$ cat config.mk
export PLATFORM = sky130hd
export DESIGN_NAME = ex_hazard_ctrl
export DESIGN_NICKNAME = d
export VERILOG_FILES = /design/src/rtl/ex_hazard_ctrl.sv
export SDC_FILE = /design/constraint.sdc
export NUM_CORES = 1
export LEC_CHECK = 0
export CAP_MARGIN = 20
export CORE_MARGIN = 1
export CORE_UTILIZATION = 25
export DETAILED_ROUTE_END_ITERATION = 10
export SLEW_MARGIN = 20
export SYNTH_ARGS = -nofsm -noshare
export SYNTH_HDL_FRONTEND = slang
export SYNTH_SLANG_ARGS = --single-unit
export TNS_END_PERCENT = 100
$ cat constraint.sdc
create_clock -name clk -period 2.7 [get_ports clk]
set_input_delay 0.54 -clock clk [delete_from_list [all_inputs] [get_ports clk]]
set_output_delay 0.54 -clock clk [all_outputs]
set_load 0.02 [all_outputs]
$ cat src/rtl/ex_hazard_ctrl.sv
// Execute-stage sequencing controller: tracks ID/EX, EX/MEM, MEM/WB, produces registered
// bypass selects, load-use stall/bubble and freeze hold. Optional counters under HAZ_STATS_EN.
module ex_hazard_ctrl (
  input  logic        clk,
  input  logic        rst,
  input  logic [31:0] ifid_ir,
  input  logic        ifid_valid,
  input  logic        freeze,
  output logic        stall,
  output logic        bubble,
  output logic        bypassAfromMEM,
  output logic        bypassAfromALUinWB,
  output logic        bypassAfromLWinWB,
  output logic        bypassBfromMEM,
  output logic        bypassBfromALUinWB,
  output logic        bypassBfromLWinWB,
`ifdef HAZ_STATS_EN
  output logic [15:0] stall_cnt,
  output logic [15:0] fwd_cnt,
`endif
  output logic [31:0] idex_ir_trk
);
  localparam logic [5:0]  LW      = 6'd35;
  localparam logic [5:0]  SW      = 6'd43;
  localparam logic [5:0]  ALUOP   = 6'd0;
  localparam logic [5:0]  CINDC   = 6'd50;
  localparam logic [5:0]  BEQINIT = 6'd4;
  localparam logic [31:0] NOP_IR  = 32'h0000_0000;

  typedef enum logic [0:0] {RUN = 1'b0, LDUSE = 1'b1} state_t;

  function automatic logic f_is_alu(input logic [31:0] ir);
    return (ir[31:26] == ALUOP) || (ir[31:26] == CINDC);
  endfunction

  function automatic logic [4:0] f_dest(input logic [31:0] ir);
    case (ir[31:26])
      ALUOP, CINDC: return ir[15:11];
      LW:           return ir[20:16];
      default:      return 5'd0;
    endcase
  endfunction

  function automatic logic f_has_a(input logic [31:0] ir);
    case (ir[31:26])
      LW, SW, ALUOP, CINDC, BEQINIT: return 1'b1;
      default:                       return 1'b0;
    endcase
  endfunction

  function automatic logic f_has_b(input logic [31:0] ir);
    case (ir[31:26])
      SW, ALUOP, CINDC, BEQINIT: return 1'b1;
      default:                   return 1'b0;
    endcase
  endfunction

  state_t      r_state;
  logic [31:0] r_idex, r_exmem, r_memwb;
  logic [5:0]  r_byp;

  logic [31:0] w_eff_ir;
  logic [4:0]  w_a, w_b, w_d_idex, w_d_exmem;
  logic        w_a_en, w_b_en, w_idex_lw, w_exmem_lw, w_ld_use;
  logic [5:0]  w_byp;

  assign w_eff_ir   = ifid_valid ? ifid_ir : NOP_IR;
  assign w_a        = w_eff_ir[25:21];
  assign w_b        = w_eff_ir[20:16];
  assign w_a_en     = f_has_a(w_eff_ir);
  assign w_b_en     = f_has_b(w_eff_ir);
  assign w_d_idex   = f_dest(r_idex);
  assign w_d_exmem  = f_dest(r_exmem);
  assign w_idex_lw  = (r_idex[31:26] == LW);
  assign w_exmem_lw = (r_exmem[31:26] == LW);

  // Younger producer (the one moving into EX/MEM) takes priority over the WB-bound one.
  always_comb begin
    w_byp    = 6'b000000;
    w_byp[5] = w_a_en && f_is_alu(r_idex) && (w_d_idex != 5'd0) && (w_d_idex == w_a);
    w_byp[4] = w_a_en && f_is_alu(r_exmem) && (w_d_exmem != 5'd0) && (w_d_exmem == w_a) && !w_byp[5];
    w_byp[3] = w_a_en && w_exmem_lw && (w_d_exmem != 5'd0) && (w_d_exmem == w_a) && !w_byp[5];
    w_byp[2] = w_b_en && f_is_alu(r_idex) && (w_d_idex != 5'd0) && (w_d_idex == w_b);
    w_byp[1] = w_b_en && f_is_alu(r_exmem) && (w_d_exmem != 5'd0) && (w_d_exmem == w_b) && !w_byp[2];
    w_byp[0] = w_b_en && w_exmem_lw && (w_d_exmem != 5'd0) && (w_d_exmem == w_b) && !w_byp[2];
  end

  assign w_ld_use = (r_state == RUN) && w_idex_lw && (w_d_idex != 5'd0) &&
                    ((w_a_en && (w_d_idex == w_a)) || (w_b_en && (w_d_idex == w_b)));

  always_comb begin
    stall  = 1'b0;
    bubble = 1'b0;
    if (rst) begin
      stall  = 1'b0;
      bubble = 1'b0;
    end else if (freeze) begin
      stall  = 1'b1;
      bubble = 1'b0;
    end else if (w_ld_use) begin
      stall  = 1'b1;
      bubble = 1'b1;
    end else begin
      stall  = 1'b0;
      bubble = 1'b0;
    end
  end

  always_ff @(posedge clk) begin
    if (rst) begin
      r_state <= RUN;
      r_idex  <= NOP_IR;
      r_exmem <= NOP_IR;
      r_memwb <= NOP_IR;
      r_byp   <= 6'b000000;
    end else if (!freeze) begin
      r_memwb <= r_exmem;
      r_exmem <= r_idex;
      if (bubble) begin
        r_idex  <= NOP_IR;
        r_byp   <= 6'b000000;
        r_state <= LDUSE;
      end else begin
        r_idex  <= w_eff_ir;
        r_byp   <= w_byp;
        r_state <= RUN;
      end
    end
  end

`ifdef HAZ_STATS_EN
  logic [15:0] r_stall_cnt, r_fwd_cnt;

  always_ff @(posedge clk) begin
    if (rst) begin
      r_stall_cnt <= 16'd0;
      r_fwd_cnt   <= 16'd0;
    end else begin
      if (bubble && (r_stall_cnt != 16'hFFFF)) r_stall_cnt <= r_stall_cnt + 16'd1;
      if (!freeze && !bubble && (|w_byp) && (r_fwd_cnt != 16'hFFFF)) r_fwd_cnt <= r_fwd_cnt + 16'd1;
    end
  end

  assign stall_cnt = r_stall_cnt;
  assign fwd_cnt   = r_fwd_cnt;
`endif

  assign idex_ir_trk        = r_idex;
  assign bypassAfromMEM     = r_byp[5];
  assign bypassAfromALUinWB = r_byp[4];
  assign bypassAfromLWinWB  = r_byp[3];
  assign bypassBfromMEM     = r_byp[2];
  assign bypassBfromALUinWB = r_byp[1];
  assign bypassBfromLWinWB  = r_byp[0];
endmodule

==> flow_metrics.env, run 1 <==
export IMPL_crit_required_ns=2.16
export IMPL_diodes=0
export IMPL_wl_mm=11.9
export IMPL_grt_antenna_before_repair=0
export IMPL_clock_sinks=55
export IMPL_grt_pass1_wl_mm=17.6
export IMPL_utilization=0.426
export IMPL_synth_main_ff_cell="dfxtp_1"
export IMPL_netlist_area_sq_mm=0.00302
export IMPL_synth_adder_area_share=0
export IMPL_tightest_slew_ns=0.708
export IMPL_grt_total_usage=0.180
export IMPL_io_buffers=75
export IMPL_synth_compound_area_frac=0.279
export IMPL_cts_buffer_depth=2
export IMPL_setup_viol=2
export IMPL_avgSynthCellArea_sq_um=8.73
export IMPL_crit_type="input pin to output port"
export IMPL_critPathCapture="stall"
export IMPL_drv_slew=0
export IMPL_grt_pass1_vias=3360
export IMPL_htreeDepth=2
export IMPL_cp_end_kind="output port"
export IMPL_rr_endpoint="r_byp[5]"
export IMPL_rr_worst_depth=10
export IMPL_synth_mux_area_frac=0.0597
export IMPL_floorplan_core_area_sq_mm=0.0116
export IMPL_cp_startpoint="ifid_ir[16]"
export IMPL_drive_above_1_share=0.302
export IMPL_synth_edf_count=0
export IMPL_syn_inst=346
export IMPL_synth_net_count=382
export IMPL_yosys_area_share_simple=0.227
export IMPL_drc_errors=3
export IMPL_path_clk_slew_ns=0.07
export IMPL_final_nets=545
export IMPL_dp_slack_ns=-0.946
export IMPL_finalCriticalPeriod_ns=3.01
export IMPL_row_count=39
export IMPL_ant_nets=0
export IMPL_ctsRootBufferMaster="clkbuf_16"
export IMPL_synth_seq_cells=55
export IMPL_timing_final_ws_setup_ns=-0.314
export IMPL_hp_start="r_byp[0]"
export IMPL_synth_area_top_cells="dfxtp_1 (36%), a22o_1 (7.8%), mux2i_1 (6.0%), nor2_1 (4.2%), nand2_1 (3.2%)"
export IMPL_slew_headroom=0.527
export IMPL_hpwl_mm=8.59
export IMPL_pin_count=76
export IMPL_rrSetupSlack_ns=0.09
export IMPL_power_density_mw_per_mm2=401
export IMPL_clk_latency_ns=0.30
export IMPL_initial_utilization=0.260
export IMPL_final_cell_mix="buf_4 (94), clkdlybuf4s50_1 (64), dfxtp_1 (51)"
export IMPL_hold_violations=0
export IMPL_via_per_inst=5.37
export IMPL_wl_per_cell_um=18.2
export IMPL_status="finished with violations"
export IMPL_hold_class="register to register"
export IMPL_maxCapViolations=0
export IMPL_drtIter0Drc=203
export IMPL_cp_start_kind="input pin"
export IMPL_place_inst=629
export IMPL_finalCritPeriodShare=1.12
export IMPL_die_x_um=112
export IMPL_placed_area_sq_mm=0.00453
export IMPL_vias=3505
export IMPL_first_pass_iters=8
export IMPL_p_total_mw=1.98
export IMPL_holdWs_ns=0.461
export IMPL_hold_buffers=0
export IMPL_synthArstFlopShare=0
export IMPL_stdcell_count=653
export IMPL_final_common_cell="buf_4"
export IMPL_cp_max_fo=3
export IMPL_stdcell_area_sq_mm=0.00495
export IMPL_clock_fmax_ghz=0.332
export IMPL_cts_made_buffers=5
export IMPL_peakVddDrop_mv=0.260
export IMPL_synthDominantCellAreaShare=0.365
export IMPL_cts_tree="yes"
export IMPL_synth_warnings=0
export IMPL_rsz0062_at_grt="true"
export IMPL_syn_to_final_growth_pct=64.0
export IMPL_yosysTopAreaCell="dfxtp_1"
export IMPL_r2r_start="idex_ir_trk[30]"
export IMPL_cp_arrival_ns=2.47
export IMPL_grt_ovfl_total=0
export IMPL_fin_setup_tns_ns=-0.558
export IMPL_p_leak_nw=1.99
export IMPL_yosysSeqAreaShare=0.365
export IMPL_synth_cell_type_count=60
export IMPL_grt_max_degree=31
export IMPL_synth_top_family_by_area="compound AO/OA/AOI/OAI gates"
export IMPL_fp_dieH_um=112
export IMPL_die_area_sq_mm=0.0125
export IMPL_clock_skew_ns=0.00311
export IMPL_synth_xor_xnor_area_share=0.0145
export IMPL_violations="DRC, setup timing"
export IMPL_place_gp_congestion=0.869
[cells by family (layout without fill, tap and decap cells)]
kind of cell | after synthesis | count (layout)
XOR/XNOR | 5 | 5
flip-flops | 55 | 55
AO/OA/AOI/OAI | 106 | 106
AND/OR/NAND/NOR | 129 | 132
buffers and inverters | 33 | 194
multiplexers | 18 | 18
[cells in the mapped netlist, types with 7 or more instances]
library cell and count:
o21ai_0 9, dfxtp_1 55, a22o_1 27, a211oi_1 10, inv_1 11, nand3_1 18
and3_1 7, clkbuf_1 14, a21oi_1 12, nor3_1 7, nor2_1 34, nand2_1 26
mux2i_1 18
[power by group]
part / total [mW] / leakage (nW) / internal, mW / switching, mW
Clock: 0.651 / 0.0669 / 0.344 / 0.307
Combinational: 0.474 / 1.48 / 0.244 / 0.231
Sequential: 0.860 / 0.450 / 0.833 / 0.0264
[critical path, cell delays in order]
cell and delay (ns):
clkdlybuf4s50_1 0.49, inv_1 0.10, a222oi_1 0.41, o22ai_1 0.13
nor2_1 0.20, buf_4 0.16, o2111ai_4 0.13, a31oi_4 0.17
buf_6 0.14
[sequential cells by signal (all words and copies together) (netlist names)]
register,count
idex_ir_trk,32
r_byp,6
r_state,1
r_exmem,16
[how the worst min path moves through the flow]
stage          slack (ns)          end  cells past startpoint
5_1_grt              0.49     r_byp[3]                      2
2_1_floorplan        0.46  r_exmem[17]                      2
4_1_cts              0.47     r_byp[0]                      2
6_report             0.46     r_byp[0]                      2
3_3_place_gp         0.45     r_byp[4]                      2
3_5_place_dp         0.45     r_byp[0]                      2
[repair_timing]
action | 4_1_cts | 5_1_grt
gates cloned | 0 | 3
gates resized for setup | 46 | 17
pin swaps | 23 | 12
buffers inserted | 12 | 4
endpoints found under the setup margin | 32 | 33
[metal layers]
layer  routed length [um]  global-route usage  up-vias
li1                     -                   -     1656
met1                 5130               0.232     1667
met2                 5510               0.297      164
met3                  998              0.0479       18
met4                  214              0.0477        0
met5                    0                   0        -
[cell type report]
| cell class | count | area [sq um] |
|---|---|---|
| clock buffers | 6 | 129 |
| clock inverters | 2 | 12.5 |
| fillers | 1189 | 6660 |
| inverters | 11 | 41.3 |
| multi-input cells | 261 | 1960 |
| flip-flops and latches | 55 | 1110 |
| well taps | 143 | 179 |
| repair buffers | 175 | 1520 |
Note: power is estimated with default switching activity, not from simulation.
==> run 2, diff against run 1 <==
--- a/config.mk
+++ b/config.mk
@@ -8,6 +8,7 @@
 export CAP_MARGIN = 20
 export CORE_MARGIN = 1
 export CORE_UTILIZATION = 25
+export CTS_CLUSTER_DIAMETER = 50
 export DETAILED_ROUTE_END_ITERATION = 10
 export SLEW_MARGIN = 20
 export SYNTH_ARGS = -nofsm -noshare
==> constraint.sdc (replaced) <==
create_clock -name clk -period 3.86 [get_ports clk]
set_input_delay 0.772 -clock clk [delete_from_list [all_inputs] [get_ports clk]]
set_output_delay 0.772 -clock clk [all_outputs]
set_load 0.02 [all_outputs]
==> run 2 against run 1 <==
Clock power shrank 17%; the run now ends clean; combinational power down 45%; sequential share of layout area increased by 3.2 points; register-to-register slack gained 0.86 ns; critical path type unchanged; die area unchanged; critical path depth up 2; count of clock-buffer cells in the layout did not move; global-route usage shrank 1.3 points; largest power group unchanged; setup slack improved by 0.48 ns; highest routed layer unchanged.
==> flow_metrics.env, run 2 (same netlist as run 1, synthesis figures left out) <==
export IMPL_status="complete, no violations"
export IMPL_floorplan_core_area_sq_mm=0.0116
export IMPL_drc_errors=0
export IMPL_path_clk_slew_ns=0.07
export IMPL_setup_viol=0
export IMPL_initial_utilization=0.260
export IMPL_die_area_sq_mm=0.0125
export IMPL_fp_dieH_um=112
export IMPL_rr_endpoint="idex_ir_trk[24]"
export IMPL_clk_latency_ns=0.29
export IMPL_hp_start="r_byp[1]"
export IMPL_crit_required_ns=3.09
export IMPL_hpwl_mm=7.79
export IMPL_slew_headroom=0.562
export IMPL_grt_ovfl_total=0
export IMPL_cp_end_kind="output port"
export IMPL_clock_skew_ns=0.00443
export IMPL_rr_worst_depth=9
export IMPL_utilization=0.369
export IMPL_clock_fmax_ghz=0.271
export IMPL_cts_made_buffers=5
export IMPL_htreeDepth=2
export IMPL_cp_max_fo=10
export IMPL_cp_start_kind="input pin"
export IMPL_via_per_inst=5.46
export IMPL_drv_slew=0
export IMPL_p_leak_nw=1.63
export IMPL_finalCritPeriodShare=0.957
export IMPL_tightest_slew_ns=0.641
export IMPL_grt_max_degree=31
export IMPL_finalCriticalPeriod_ns=3.69
export IMPL_final_nets=478
export IMPL_largest_reg_flops=32
export IMPL_wl_per_cell_um=17.6
export IMPL_ant_nets=0
export IMPL_crit_type="input pin to output port"
export IMPL_row_count=39
export IMPL_cts_buffer_depth=2
export IMPL_ctsRootBufferMaster="clkbuf_16"
export IMPL_hold_violations=0
export IMPL_rsz0062_at_grt="false"
export IMPL_rrSetupSlack_ns=0.95
export IMPL_place_gp_congestion=0.911
export IMPL_vias=3199
export IMPL_power_density_mw_per_mm2=330
export IMPL_first_pass_iters=5
export IMPL_r2r_start="idex_ir_trk[31]"
export IMPL_pin_count=76
export IMPL_io_buffers=75
export IMPL_grt_antenna_before_repair=0
export IMPL_syn_to_final_growth_pct=41.8
export IMPL_grt_total_usage=0.168
export IMPL_drive_above_1_share=0.133
export IMPL_cts_tree="yes"
export IMPL_grt_pass1_wl_mm=16.6
export IMPL_drtIter0Drc=235
export IMPL_holdPathStages=2
export IMPL_wl_mm=10.3
export IMPL_final_common_cell="clkdlybuf4s50_1"
export IMPL_diodes=0
export IMPL_cp_arrival_ns=2.92
export IMPL_clock_sinks=55
export IMPL_grt_pass1_vias=3117
export IMPL_die_x_um=112
export IMPL_final_cell_mix="clkdlybuf4s50_1 (73), dfxtp_1 (55), buf_4 (36)"
export IMPL_hold_class="register to register"
export IMPL_holdPathEnd="r_byp[1]"
export IMPL_maxCapViolations=0
export IMPL_fin_setup_tns_ns=0
export IMPL_peakVddDrop_mv=0.181
-- run 2: worst max path at each step --
| stage | slack [ns] | cells after the start | end | startpoint |
|---|---|---|---|---|
| 2_1_floorplan | 0.55 | 6 | stall | ifid_ir[27] |
| 3_3_place_gp | -0.30 | 9 | stall | ifid_ir[27] |
| 3_5_place_dp | -0.28 | 9 | stall | ifid_ir[27] |
| 4_1_cts | 0.009 | 11 | bubble | ifid_valid |
| 5_1_grt | 0.007 | 11 | stall | ifid_valid |
| 6_report | 0.17 | 11 | stall | ifid_valid |
-- run 2: timing repair --
| item | in CTS | in global routing |
|---|---|---|
| buffers inserted | 1 | 0 |
| resized for setup | 8 | 3 |
| pin swaps | 1 | 1 |
| endpoints found under the setup margin | 2 | 2 |
| hold buffers | 0 | 0 |
-- run 2: cell type report --
class	instances	area [sq um]
fillers	1175	7330
multi-input cells	258	1770
repair buffers	111	1010
clock inverters	2	38.8
well taps	143	179
inverters	11	41.3
flip-flops and latches	55	1100
clock buffers	6	139
-- run 2: layer usage --
layer,up-vias,wire length (um),global-route usage
li1,1509,-,-
met1,1503,4580,0.226
met2,168,4630,0.267
met3,19,938,0.0386
met4,0,150,0.0450
met5,-,0,0
-- run 2: critical path, stage by stage --
cell and delay, ns:
clkdlybuf4s50_1 0.46, buf_4 0.17, buf_4 0.17, nand2_1 0.09
nor4_2 0.20, a211oi_1 0.13, a2111oi_4 0.25, buf_4 0.19
nand3_4 0.07, a31oi_2 0.22, buf_2 0.20
-- run 2: report_power, final --
group	total [mW]	internal (mW)	leakage [nW]	switching, mW
sequential	0.606	0.584	0.447	0.0224
combinational	0.262	0.128	1.10	0.134
clock	0.543	0.327	0.0875	0.216
total	1.41	1.04	1.63	0.373
-- run 2: metrics by stage --
step | instances | setup slack [ns] | hold WS (ns) | cell area (sq um) | power, mW
finish | 586 | 0.167 | 0.464 | 4280 | 1.41
global route | 586 | 0.00666 | 0.498 | 4280 | 1.47
CTS | 586 | 0.00859 | 0.469 | 4280 | 1.42
detailed placement | 577 | -0.280 | 0.453 | 4090 | 0.876
global placement | 577 | -0.299 | 0.447 | 4090 | 0.873
floorplan | 346 | 0.553 | 0.464 | 3020 | 0.746
